<file path="src/rtl/mips_pkg.sv">
// Shared encodings for the multicycle MIPS-subset control path.
// Opcodes, ALUOp codes, datapath select codes and FSM state numbering.
package mips_pkg;

    localparam logic [5:0] OP_R    = 6'b000000;
    localparam logic [5:0] OP_LW   = 6'b100011;
    localparam logic [5:0] OP_SW   = 6'b101011;
    localparam logic [5:0] OP_BEQ  = 6'b000100;
    localparam logic [5:0] OP_J    = 6'b000010;
    localparam logic [5:0] OP_ADDI = 6'b001000;

    // Must stay in step with alu_control.
    localparam logic [1:0] ALUOP_ADD   = 2'b00;
    localparam logic [1:0] ALUOP_SUB   = 2'b01;
    localparam logic [1:0] ALUOP_FUNCT = 2'b10;

    localparam logic [1:0] SRCB_RT    = 2'b00;
    localparam logic [1:0] SRCB_FOUR  = 2'b01;
    localparam logic [1:0] SRCB_IMM   = 2'b10;
    localparam logic [1:0] SRCB_IMMSH = 2'b11;

    localparam logic [1:0] PCSRC_ALU    = 2'b00;
    localparam logic [1:0] PCSRC_ALUOUT = 2'b01;
    localparam logic [1:0] PCSRC_JUMP   = 2'b10;

    typedef enum logic [3:0] {
        S_FETCH  = 4'd0,
        S_DECODE = 4'd1,
        S_MEMADR = 4'd2,
        S_MEMRD  = 4'd3,
        S_MEMWB  = 4'd4,
        S_MEMWR  = 4'd5,
        S_EXEC   = 4'd6,
        S_ALUWB  = 4'd7,
        S_BRANCH = 4'd8,
        S_ADDIEX = 4'd9,
        S_ADDIWB = 4'd10,
        S_JUMP   = 4'd11
    } state_t;

    function automatic logic op_legal(input logic [5:0] op);
        return op inside {OP_R, OP_LW, OP_SW, OP_BEQ, OP_J, OP_ADDI};
    endfunction

endpackage

</file>
<file path="src/rtl/mc_output_decode.sv">
// Combinational control-word decoder: state and mem_ready in, datapath
// selects, strobes and the retire pulse out. en=0 forces every output low.
module mc_output_decode
    import mips_pkg::*;
(
    input  logic [3:0] state,
    input  logic       mem_ready,
    input  logic       en,
    output logic       IorD,
    output logic       MemRead,
    output logic       MemWrite,
    output logic       IRWrite,
    output logic       PCWrite,
    output logic       Branch,
    output logic [1:0] PCSource,
    output logic       ALUSrcA,
    output logic [1:0] ALUSrcB,
    output logic [1:0] ALUOp,
    output logic       RegDst,
    output logic       MemtoReg,
    output logic       RegWrite,
    output logic       instr_done
);

    always_comb begin
        IorD       = 1'b0;
        MemRead    = 1'b0;
        MemWrite   = 1'b0;
        IRWrite    = 1'b0;
        PCWrite    = 1'b0;
        Branch     = 1'b0;
        PCSource   = PCSRC_ALU;
        ALUSrcA    = 1'b0;
        ALUSrcB    = SRCB_RT;
        ALUOp      = ALUOP_ADD;
        RegDst     = 1'b0;
        MemtoReg   = 1'b0;
        RegWrite   = 1'b0;
        instr_done = 1'b0;
        if (en) begin
            case (state)
                S_FETCH: begin
                    MemRead = 1'b1;
                    ALUSrcB = SRCB_FOUR;
                    IRWrite = mem_ready;
                    PCWrite = mem_ready;
                end
                S_DECODE: ALUSrcB = SRCB_IMMSH;
                S_MEMADR: begin
                    ALUSrcA = 1'b1;
                    ALUSrcB = SRCB_IMM;
                end
                S_MEMRD: begin
                    MemRead = 1'b1;
                    IorD    = 1'b1;
                end
                S_MEMWB: begin
                    MemtoReg   = 1'b1;
                    RegWrite   = 1'b1;
                    instr_done = 1'b1;
                end
                S_MEMWR: begin
                    MemWrite   = 1'b1;
                    IorD       = 1'b1;
                    instr_done = mem_ready;
                end
                S_EXEC: begin
                    ALUSrcA = 1'b1;
                    ALUOp   = ALUOP_FUNCT;
                end
                S_ALUWB: begin
                    RegDst     = 1'b1;
                    RegWrite   = 1'b1;
                    instr_done = 1'b1;
                end
                S_BRANCH: begin
                    ALUSrcA    = 1'b1;
                    ALUOp      = ALUOP_SUB;
                    Branch     = 1'b1;
                    PCSource   = PCSRC_ALUOUT;
                    instr_done = 1'b1;
                end
                S_ADDIEX: begin
                    ALUSrcA = 1'b1;
                    ALUSrcB = SRCB_IMM;
                end
                S_ADDIWB: begin
                    RegWrite   = 1'b1;
                    instr_done = 1'b1;
                end
                S_JUMP: begin
                    PCWrite    = 1'b1;
                    PCSource   = PCSRC_JUMP;
                    instr_done = 1'b1;
                end
                default: ;
            endcase
        end
    end

endmodule

</file>
<file path="src/rtl/main_control_fsm.sv">
// Multicycle main control FSM: state register, DECODE opcode latch and the
// sticky illegal-opcode flag; the control word comes from mc_output_decode.
module main_control_fsm
    import mips_pkg::*;
(
    input  logic       clk,
    input  logic       rst,
    input  logic [5:0] opcode,
    input  logic       mem_ready,
    output logic       IorD,
    output logic       MemRead,
    output logic       MemWrite,
    output logic       IRWrite,
    output logic       PCWrite,
    output logic       Branch,
    output logic [1:0] PCSource,
    output logic       ALUSrcA,
    output logic [1:0] ALUSrcB,
    output logic [1:0] ALUOp,
    output logic       RegDst,
    output logic       MemtoReg,
    output logic       RegWrite,
    output logic       instr_done,
    output logic       illegal_op,
    output logic [3:0] state_dbg
);

    state_t     state, state_nx;
    logic [5:0] op_q;

    always_ff @(posedge clk or posedge rst) begin
        if (rst) begin
            state      <= S_FETCH;
            op_q       <= '0;
            illegal_op <= 1'b0;
        end else begin
            state <= state_nx;
            if (state == S_DECODE) begin
                op_q <= opcode;
                if (!op_legal(opcode))
                    illegal_op <= 1'b1;
            end
        end
    end

    always_comb begin
        state_nx = S_FETCH;
        case (state)
            S_FETCH:  state_nx = mem_ready ? S_DECODE : S_FETCH;
            S_DECODE: begin
                unique case (1'b1)
                    (opcode == OP_LW),
                    (opcode == OP_SW):   state_nx = S_MEMADR;
                    (opcode == OP_R):    state_nx = S_EXEC;
                    (opcode == OP_BEQ):  state_nx = S_BRANCH;
                    (opcode == OP_J):    state_nx = S_JUMP;
                    (opcode == OP_ADDI): state_nx = S_ADDIEX;
                    default:             state_nx = S_FETCH;
                endcase
            end
            // opcode is only valid in DECODE, so use the latched copy.
            S_MEMADR: begin
                if (op_q == OP_LW)
                    state_nx = S_MEMRD;
                else if (op_q == OP_SW)
                    state_nx = S_MEMWR;
                else
                    state_nx = S_FETCH;
            end
            S_MEMRD:  state_nx = mem_ready ? S_MEMWB : S_MEMRD;
            S_MEMWR:  state_nx = mem_ready ? S_FETCH : S_MEMWR;
            S_EXEC:   state_nx = S_ALUWB;
            S_ADDIEX: state_nx = S_ADDIWB;
            default:  state_nx = S_FETCH;
        endcase
    end

    assign state_dbg = rst ? 4'd0 : state;

    mc_output_decode u_dec (
        .state      (state),
        .mem_ready  (mem_ready),
        .en         (~rst),
        .IorD       (IorD),
        .MemRead    (MemRead),
        .MemWrite   (MemWrite),
        .IRWrite    (IRWrite),
        .PCWrite    (PCWrite),
        .Branch     (Branch),
        .PCSource   (PCSource),
        .ALUSrcA    (ALUSrcA),
        .ALUSrcB    (ALUSrcB),
        .ALUOp      (ALUOp),
        .RegDst     (RegDst),
        .MemtoReg   (MemtoReg),
        .RegWrite   (RegWrite),
        .instr_done (instr_done)
    );

endmodule
</file>
<file path="config.mk">
export PLATFORM = sky130hd
export DESIGN_NAME = main_control_fsm
export DESIGN_NICKNAME = d
export VERILOG_FILES = /design/src/rtl/mips_pkg.sv /design/src/rtl/mc_output_decode.sv /design/src/rtl/main_control_fsm.sv
export SDC_FILE = /design/constraint.sdc
export NUM_CORES = 1
export LEC_CHECK = 0
export ABC_AREA = 1
export BUFFER_PORTS_ARGS = -buffer_cell sky130_fd_sc_hd__clkbuf_2
export CAP_MARGIN = 20
export CORE_UTILIZATION = 47
export DETAILED_ROUTE_END_ITERATION = 10
export PLACE_DENSITY = 0.77
export SLEW_MARGIN = 15
export SYNTH_ARGS = -nofsm -noshare
export SYNTH_HDL_FRONTEND = slang
export SYNTH_SLANG_ARGS = --single-unit
</file>
<file path="constraint.sdc">
create_clock -name clk -period 1.49 [get_ports clk]
set_clock_uncertainty 0.05 [all_clocks]
set_input_delay 0.2235 -clock clk [delete_from_list [all_inputs] [get_ports clk]]
set_output_delay 0.2235 -clock clk [all_outputs]
set_load 0.02 [all_outputs]
</file>
==> metrics.yaml, run 1 <==
wl_per_cell_um: 14.5
yosys-top-cells-area: "dfrtp_1 (34%), nand2_1 (17%), nor2_1 (14%)"
synth_nets: 146
synth_warnings: 0
grt_pass1_vias: 929
worstMarginPinSlew_ns: 0.344
maxSlewViolCount: 0
violations: "design-rule violations, negative setup slack"
clkSinkCount: 11
grt_first_pass_wirelength_mm: 3.92
yosysTopAreaCell: "dfrtp_1"
cts_tree: "yes"
n_antenna_cell: 0
seq_area_frac_synth: 0.336
hold_viol: 0
antenna_found_initial: 0
slowest_delay_ns: 0.46
port_buffers: 30
hp-class: "in2reg"
viasPerCell: 5.52
dpl_worst_slack_ns: 0.0475
max_slew_margin: 0.770
grt_util_all_layers: 0.271
cts_buffers: 3
endpoint: "Branch"
start_kind: "flop"
synth.top_cell.area_share: 0.336
post-route-period-util: 1.15
syn_inst: 137
core_sq_um: 1560
place_inst: 182
worst-path-buf-inv: 3
crit_required_ns: 1.22
gp_congestion: 0.929
fmaxAchievable_mhz: 583
crit_family: "flip-flops"
r2r_slack_ns: 0.07
rsz0062_at_grt: "true"
p_total_uw: 972
crit_start: "state[2]"
h-tree-depth: 1
finalCriticalPeriod_ns: 1.71
post-dp-hpwl_mm: 1.54
final_cells: 204
finish.net_count: 198
netlist_area_sq_um: 818
cts_max_path_buffers: 2
p_leak_uw: 0.000741
outcome: "complete, but fails checks"
reg2reg_from: "state[2]"
ys_ff_latch: 11
die_w_um: 43.7
drive_above_1_share: 0.489
ant_nets: 0
io_pins: 31
rr_worst_depth: 9
cts_root_buf: "clkbuf_4"
start_util: 0.525
num_rows: 14
drcViolationCount: 5
powerDensity_nw_per_um2: 717
drt-initial-drc-count: 51
irDropWorstVdd_mv: 0.789
crit_type: "reg2out"
grt_remaining_overflow: 0
setup_ws_ns: -0.224
totalWireLength_mm: 2.96
synthDistinctLibCells: 19
cp_cell_sequence: "buf_6 -> nor2_4 -> inv_2 -> nor3_4 -> buf_4"
crit_cells: 5
crit_slowest_cell: "dfrtp_2"
syn_avg_cell_area_sq_um: 5.97
firstDrtPassIters: 7
grt_max_degree: 14
die_area_sq_um: 1910
syn_to_final_growth_pct: 65.7
crit_path_max_fanout: 5
timing.rr.end: "state[1]"
maxCapViolations: 0
clkTransAtPathRegs_ns: 0.08
insertion_delay_ns: 0.27
setup_viol: 18
vias: 1127
die_h_um: 43.7
final.fill_count: 80
arrival_ns: 1.44
cp-end-kind: "output pin"
==> stage by stage <==
stage               hold WS, ns  setup TNS (ns)  utilization  instance area (sq um)
floorplan                 0.204        -0.00525            -                    830
global placement          0.120               0        0.640                    998
detailed placement        0.122               0        0.640                    998
CTS                       0.136           -2.18        0.757                   1180
global route              0.146           -3.83        0.870                   1360
finish                    0.132           -2.70        0.870                   1360
==> cells by family (layout without fill, tap and decap cells) <==
kind of cell / Yosys count / after routing / share of synthesized area
AND/OR/NAND/NOR: 88 / 88 / 0.451
buffers and inverters: 24 / 75 / 0.121
AO/OA/AOI/OAI: 14 / 14 / 0.0918
flip-flops: 11 / 11 / 0.336
==> final cells by class <==
class | count | area [sq um] | area share
flip-flops and latches | 11 | 280 | 0.207
clock inverters | 1 | 5.00 | 0.00369
well taps | 16 | 20.0 | 0.0148
clock buffers | 3 | 22.5 | 0.0166
inverters | 20 | 82.6 | 0.0609
multi-input cells | 102 | 556 | 0.410
repair buffers | 51 | 390 | 0.288
==> report_power, final <==
| group | switching [uW] | internal, uW |
|---|---|---|
| clock | 108 | 99.4 |
| sequential | 43.8 | 354 |
| combinational | 217 | 150 |
| total | 369 | 603 |
==> per-layer routing <==
metal / wire length, um / part of all wire / vias up / global-route usage
met1: 1220 / 0.41 / 516 / 0.332
li1: - / - / 531 / -
met4: 88 / 0.030 / 0 / 0.144
met2: 1440 / 0.49 / 67 / 0.472
met5: 0 / 0 / - / 0
met3: 208 / 0.070 / 13 / 0.0208
==> Yosys cell counts <==
| master | number |
|---|---|
| nand2_1 | 36 |
| clkbuf_1 | 1 |
| inv_2 | 4 |
| dfrtp_1 | 11 |
| a21oi_1 | 4 |
| nor2_4 | 1 |
| a31oi_1 | 1 |
| nand2_2 | 2 |
| nor2_2 | 1 |
| a211oi_1 | 1 |
| nor3_1 | 2 |
| buf_2 | 1 |
| buf_4 | 2 |
| nand4_1 | 1 |
| o22ai_1 | 1 |
| nor2_1 | 30 |
| nand3_1 | 15 |
| o21ai_0 | 7 |
| inv_1 | 16 |
==> state kept, by name, summed over array words and instances (netlist names) <==
register and count:
op_q 6, state 4, illegal_op 1
==> worst reg2reg max path: stages (launching register included) <==
cell and delay [ns]:
dfrtp_2 0.46, inv_4 0.12, nand2_4 0.09, nor2_2 0.17, buf_4 0.13, buf_4 0.10
nand2_1 0.06, nor2_1 0.09, nor2_1 0.05, nand2_1 0.05
==> layout by cell type (no fill, tap or decap), types with 2 or more instances in the layout <==
master,Yosys,routed
inv_2,4,9
inv_1,16,8
nand2_4,0,2
clkbuf_4,0,4
buf_6,0,6
dlygate4sd3_1,0,2
inv_4,0,3
nand2_1,36,31
clkbuf_2,0,11
nor2_2,1,2
nor2_1,30,25
nor2_4,1,5
a21oi_2,0,2
dfrtp_1,11,7
dfrtp_2,0,4
nand3_1,15,13
nand2_2,2,5
a21oi_1,4,2
buf_4,2,30
o21ai_0,7,6
==> worst min path at each step <==
stage	startpoint	depth (start not counted)	endpoint
after floorplan	rst	2	illegal_op
after global routing	opcode[5]	3	op_q[5]
after global placement	rst	2	state[3]
after CTS	opcode[5]	3	op_q[5]
after detailed placement	rst	2	state[3]
final	opcode[5]	3	op_q[5]
==> repair_timing <==
| action | 4_1_cts | 5_1_grt |
|---|---|---|
| endpoints found under the setup margin | 17 | 21 |
| buffers inserted | 9 | 7 |
| pin swaps | 4 | 10 |
| endpoints found under the hold margin | 3 | 0 |
| resized for setup | 25 | 59 |
| hold buffers | 2 | 0 |
Note: power is estimated with default switching activity, not from simulation.
==> run 2: changes to the inputs <==
SETUP_SLACK_MARGIN = 0.1   (was default)
==> run 2 against run 1 <==
The flow still finishes with violations (design-rule violations, negative setup slack); critical endpoint is now instr_done; critical path depth grew 1; worst setup slack lost 0.067 ns; final cell count shrank 1.5%; total power grew 6.5%.
==> metrics.yaml, run 2 (synthesis gave the netlist of run 1 again) <==
outcome: "complete, but fails checks"  # unchanged
violations: "design-rule violations, negative setup slack"  # unchanged
core_sq_um: 1560  # unchanged
ant_nets: 0  # unchanged
finalCriticalPeriod_ns: 1.78  # was 1.71 ns
rsz0062_at_grt: "true"  # unchanged
largestRegisters: "op_q: 6 flops, state: 4 flops, illegal_op: 1 flops"  # unchanged
crit_start: "state[1]"  # was state[2]
setup_viol: 19  # was 18
crit_required_ns: 1.22  # about the same
io_pins: 31  # unchanged
cts_max_path_buffers: 2  # unchanged
fmaxAchievable_mhz: 561  # was 583 MHz
max_slew_margin: 0.760  # was 0.770
vias: 1258  # was 1127
grt_util_all_layers: 0.300  # was 0.271
crit_type: "reg2out"  # unchanged
die_area_sq_um: 1910  # unchanged
drt-initial-drc-count: 86  # was 51
p_leak_uw: 0.000738  # was 0.000741 uW
totalWireLength_mm: 3.71  # was 2.96 mm
start_util: 0.525  # unchanged
insertion_delay_ns: 0.28  # was 0.27 ns
drive_above_1_share: 0.508  # was 0.489
final_util: 0.908  # was 0.870
most-common-layout-cells: "nand2_1 (31), nor2_1 (21), buf_4 (19), nand3_1 (13)"  # was nand2_1 (31), buf_4 (30), nor2_1 (25), nand3_1 (13), clkbuf_2 (11)
start_kind: "flop"  # unchanged
port_buffers: 30  # unchanged
post-route-period-util: 1.20  # was 1.15
wl_per_cell_um: 18.4  # was 14.5 um
largest_reg_flops: 6  # unchanged
grt_first_pass_wirelength_mm: 4.15  # was 3.92 mm
post-dp-hpwl_mm: 1.71  # was 1.54 mm
irDropWorstVdd_mv: 0.829  # was 0.789 mV
setup_ws_ns: -0.291  # was -0.224 ns
antenna_found_initial: 0  # unchanged
grt_max_degree: 13  # was 14
n_antenna_cell: 0  # unchanged
top_register: "op_q"  # unchanged
maxSlewViolCount: 0  # unchanged
worstMarginPinSlew_ns: 0.358  # was 0.344 ns
crit_path_max_fanout: 4  # was 5
maxCapViolations: 0  # unchanged
r2r_slack_ns: -0.05  # was 0.07 ns
viasPerCell: 6.26  # was 5.52
drcViolationCount: 6  # was 5
endpoint: "instr_done"  # was Branch
grt_pass1_vias: 983  # was 929
finish.net_count: 195  # was 198
clkSinkCount: 11  # unchanged
h-tree-depth: 1  # unchanged
cts_tree: "yes"  # unchanged
grt_remaining_overflow: 0  # unchanged
cts_root_buf: "clkbuf_4"  # unchanged
p_total_uw: 1030  # was 972 uW
cp-end-kind: "output pin"  # unchanged
cts_buffers: 3  # unchanged
clkTransAtPathRegs_ns: 0.08  # about the same
gp_congestion: 0.922  # was 0.929
num_rows: 14  # unchanged
rr_worst_depth: 9  # unchanged
die_h_um: 43.7  # unchanged
firstDrtPassIters: 8  # was 7
reg2reg_from: "state[1]"  # was state[2]
dpl_worst_slack_ns: 0.0442  # was 0.0475 ns
die_w_um: 43.7  # unchanged
final_common_cell: "nand2_1"  # unchanged
arrival_ns: 1.51  # was 1.44 ns
powerDensity_nw_per_um2: 731  # was 717 nW/um^2
syn_to_final_growth_pct: 72.9  # was 65.7%
timing.rr.end: "state[1]"  # unchanged
hold_viol: 0  # unchanged
hp-class: "in2async"  # was in2reg
==> run 2: cell count changes in the layout (fill, tap and decap cells not counted), moves of 3 or more <==
cell,delta
nor2_1,-4
buf_6,+5
clkbuf_8,+5
nor2_4,+3
buf_4,-11
==> run 2: worst min-delay path by stage <==
stage	start	end	slack (ns)	depth (start not counted)
final	rst	state[0]	0.09	3
after global routing	rst	state[0]	0.09	3
after CTS	rst	op_q[3]	0.02	3
after detailed placement	rst	state[2]	0.15	2
after global placement	rst	state[2]	0.14	2
after floorplan	rst	illegal_op	0.22	2
==> run 2: layout make-up <==
type                            instances  area [sq um]
Clock inverter                          1          5.00
Inverter                               20          77.6
Timing Repair Buffer                   48           413
Clock buffer                            3          22.5
Sequential cell                        11           280
Tap cell                               16          20.0
Fill cell                              58           144
Multi-Input combinational cell        102           597
==> run 2: metal layers <==
metal,share of wire,vias up,global-route usage
met5,0,-,0
met4,0.071,0,0.131
met3,0.11,30,0.0417
met2,0.47,128,0.534
met1,0.35,572,0.354
li1,-,528,-
==> run 2: metrics by stage <==
step | hold WS (ns) | TNS, ns | instance area [sq um] | instances
global placement | 0.140 | 0 | 1020 | 183
floorplan | 0.216 | 0 | 852 | 137
finish | 0.0886 | -4.13 | 1420 | 201
global route | 0.0906 | -4.64 | 1420 | 201
CTS | 0.0240 | -2.02 | 1250 | 195
detailed placement | 0.155 | 0 | 1020 | 183
==> run 2: report_power, final <==
part / switching [uW] / total [uW] / internal (uW)
clock network: 118 / 218 / 99.8
logic: 256 / 410 / 154
registers: 53.4 / 407 / 354
==> run 2: repair_timing <==
item	in CTS	in global routing
pin swaps	7	6
hold endpoints to repair	3	0
hold buffers	1	0
buffers inserted	7	6
setup endpoints to repair	17	23
gates resized for setup	49	44
==> run 2: critical path: stages, from the launching register on <==
cell	delay, ns
dfrtp_2	0.41
buf_4	0.14
buf_6	0.12
nand2_8	0.07
a21oi_1	0.22
o22ai_2	0.10
clkbuf_8	0.16
==> run 3: changes to the inputs <==
CORE_UTILIZATION = 51   (was 47)
PLACE_DENSITY = 0.83   (was 0.77)
clock period = 2.2 ns   (was 1.49 ns; I/O delays follow)
==> run 3 against run 2 <==
Worst setup slack improved by 0.59 ns; hold slack got worse by 0.014 ns; die area down 7.5%; clock-buffer cell count stayed put; total power shrank 45%; the flow now finishes without violations; final cell count fell by 8.5%; largest power group is now sequential cells; first-iteration DRC count is 74% lower; largest cell class unchanged; critical path type unchanged.
==> metrics.yaml, run 3 (synthesis gave the netlist of run 1 again) <==
outcome: "completed"  # was complete, but fails checks
wl_per_cell_um: 10.5  # was 18.4 um
final_cells: 184  # was 201
setup_ws_ns: 0.302  # was -0.291 ns
syn_to_final_growth_pct: 22.5  # was 72.9%
largest_reg_flops: 6  # unchanged
rsz0062_at_grt: "false"  # was true
clkSinkCount: 11  # unchanged
design_area_sq_um: 1000  # was 1420 sq um
powerDensity_nw_per_um2: 564  # was 731 nW/um^2
grt_first_pass_wirelength_mm: 3.29  # was 4.15 mm
p_total_uw: 565  # was 1030 uW
die_w_um: 42.1  # was 43.7 um
totalWireLength_mm: 1.94  # was 3.71 mm
post-dp-hpwl_mm: 1.61  # was 1.71 mm
cts_tree: "yes"  # unchanged
insertion_delay_ns: 0.27  # was 0.28 ns
post-route-period-util: 0.863
num_rows: 14  # unchanged
io_pins: 31  # unchanged
maxCapViolations: 0  # unchanged
vias: 937  # was 1258
grt_remaining_overflow: 0  # unchanged
cts_setup_buffers: 0  # was 7
start_util: 0.543  # was 0.525
grt_max_degree: 18  # was 13
fmaxAchievable_mhz: 527
final.fill_count: 153  # was 58
h-tree-depth: 1  # unchanged
max_slew_margin: 0.744  # was 0.760
drive_above_1_share: 0.262  # was 0.508
setup_viol: 0  # was 19
largestRegisters: "op_q: 6 flops, state: 4 flops, illegal_op: 1 flops"  # unchanged
core_sq_um: 1510  # was 1560 sq um
drcViolationCount: 0  # was 6
die_area_sq_um: 1770  # was 1910 sq um
placed_area_sq_um: 972  # was 1020 sq um
crit_type: "reg2out"  # unchanged
gp_congestion: 0.912  # was 0.922
cts_buffers: 3  # unchanged
worstMarginPinSlew_ns: 0.382  # was 0.358 ns
cp-end-kind: "output pin"  # unchanged
top_register: "op_q"  # unchanged
hold_viol: 0  # unchanged
n_antenna_cell: 0  # unchanged
p_leak_uw: 0.000618  # was 0.000738 uW
dpl_worst_slack_ns: 0.497  # was 0.0442 ns
die_h_um: 42.1  # was 43.7 um
port_buffers: 30  # unchanged
firstDrtPassIters: 4  # was 8
finish.net_count: 178  # was 195
maxSlewViolCount: 0  # unchanged
fin_setup_tns_ns: 0  # was -4.13 ns
crit_required_ns: 1.82  # was 1.22 ns
viasPerCell: 5.09  # was 6.26
grt_pass1_vias: 824  # was 983
drt-initial-drc-count: 22  # was 86
cts_root_buf: "clkbuf_4"  # unchanged
place_inst: 180  # was 183
grt_util_all_layers: 0.245  # was 0.300
ant_nets: 0  # unchanged
hp-class: "in2async"  # unchanged
irDropWorstVdd_mv: 0.490  # was 0.829 mV
clkTransAtPathRegs_ns: 0.07  # was 0.08 ns
arrival_ns: 1.52  # was 1.51 ns
crit_path_max_fanout: 5  # was 4
antenna_found_initial: 0  # unchanged
cts_max_path_buffers: 2  # unchanged
start_kind: "flop"  # unchanged
final_common_cell: "nand2_1"  # unchanged
finalCriticalPeriod_ns: 1.90
most-common-layout-cells: "nand2_1 (36), clkbuf_2 (30), nor2_1 (29), inv_1 (16), nand3_1 (15)"  # was nand2_1 (31), nor2_1 (21), buf_4 (19), nand3_1 (13)
[run 3: changes by cell type in the layout (fill, tap and decap cells not counted), moves of 5 or more]
cell / change
buf_4: -18
buf_6: -11
clkbuf_2: +21
clkbuf_8: -5
inv_1: +8
inv_2: -7
nand2_1: +5
nor2_1: +8
nor2_4: -7
[run 3: worst paths after layout]
kind                            startpoint     endpoint  slack [ns]  cells after the start
worst min-delay path                   rst   illegal_op        0.07                      2
worst min register to register  illegal_op   illegal_op        0.41                      2
worst max register to register    state[1]   illegal_op        0.92                      7
worst max-delay path              state[3]  PCSource[0]        0.30                      5
min in group clk                 opcode[5]      op_q[5]        0.23                      3
max in group asynchronous              rst      op_q[2]        1.66                      3
[run 3: final cells by class]
cell class | count | area [sq um] | area share
tap | 16 | 20.0 | 0.0200
multi-input combinational | 102 | 447 | 0.446
clock inverter | 1 | 5.00 | 0.00499
inverter | 20 | 75.1 | 0.0749
timing repair buffer | 31 | 158 | 0.157
clock buffer | 3 | 22.5 | 0.0225
sequential | 11 | 275 | 0.275
[run 3: routing by layer]
layer	part of all wire	vias up	GRT usage
met1	0.44	397	0.287
met2	0.49	45	0.425
met3	0.047	5	0.0388
met4	0.022	0	0.138
li1	-	490	-
met5	0	-	0
[run 3: power by group]
part / internal (uW) / total [uW] / leakage [uW] / switching [uW]
Combinational: 53.8 / 165 / 0.000464 / 112
Sequential: 239 / 261 / 0.000137 / 22.5
Clock: 67.4 / 138 / 0.0000177 / 71.0
[run 3: through the flow]
step           hold WS, ns  utilization
4_1_cts             0.0684        0.664
3_5_place_dp         0.363        0.645
5_1_grt             0.0977        0.665
3_3_place_gp         0.347        0.645
2_1_floorplan        0.329            -
6_report            0.0744        0.665
[run 3: worst max-delay path: stages (launching register included)]
cell,delay (ns)
dfrtp_1,0.39
inv_2,0.08
nor2_2,0.19
inv_1,0.09
nor3_1,0.27
clkbuf_2,0.23
[run 3: what timing repair did]
action	in CTS	in global routing
endpoints found under the hold margin	0	0
hold buffers	0	0
endpoints found under the setup margin	0	3
resized for setup	0	1
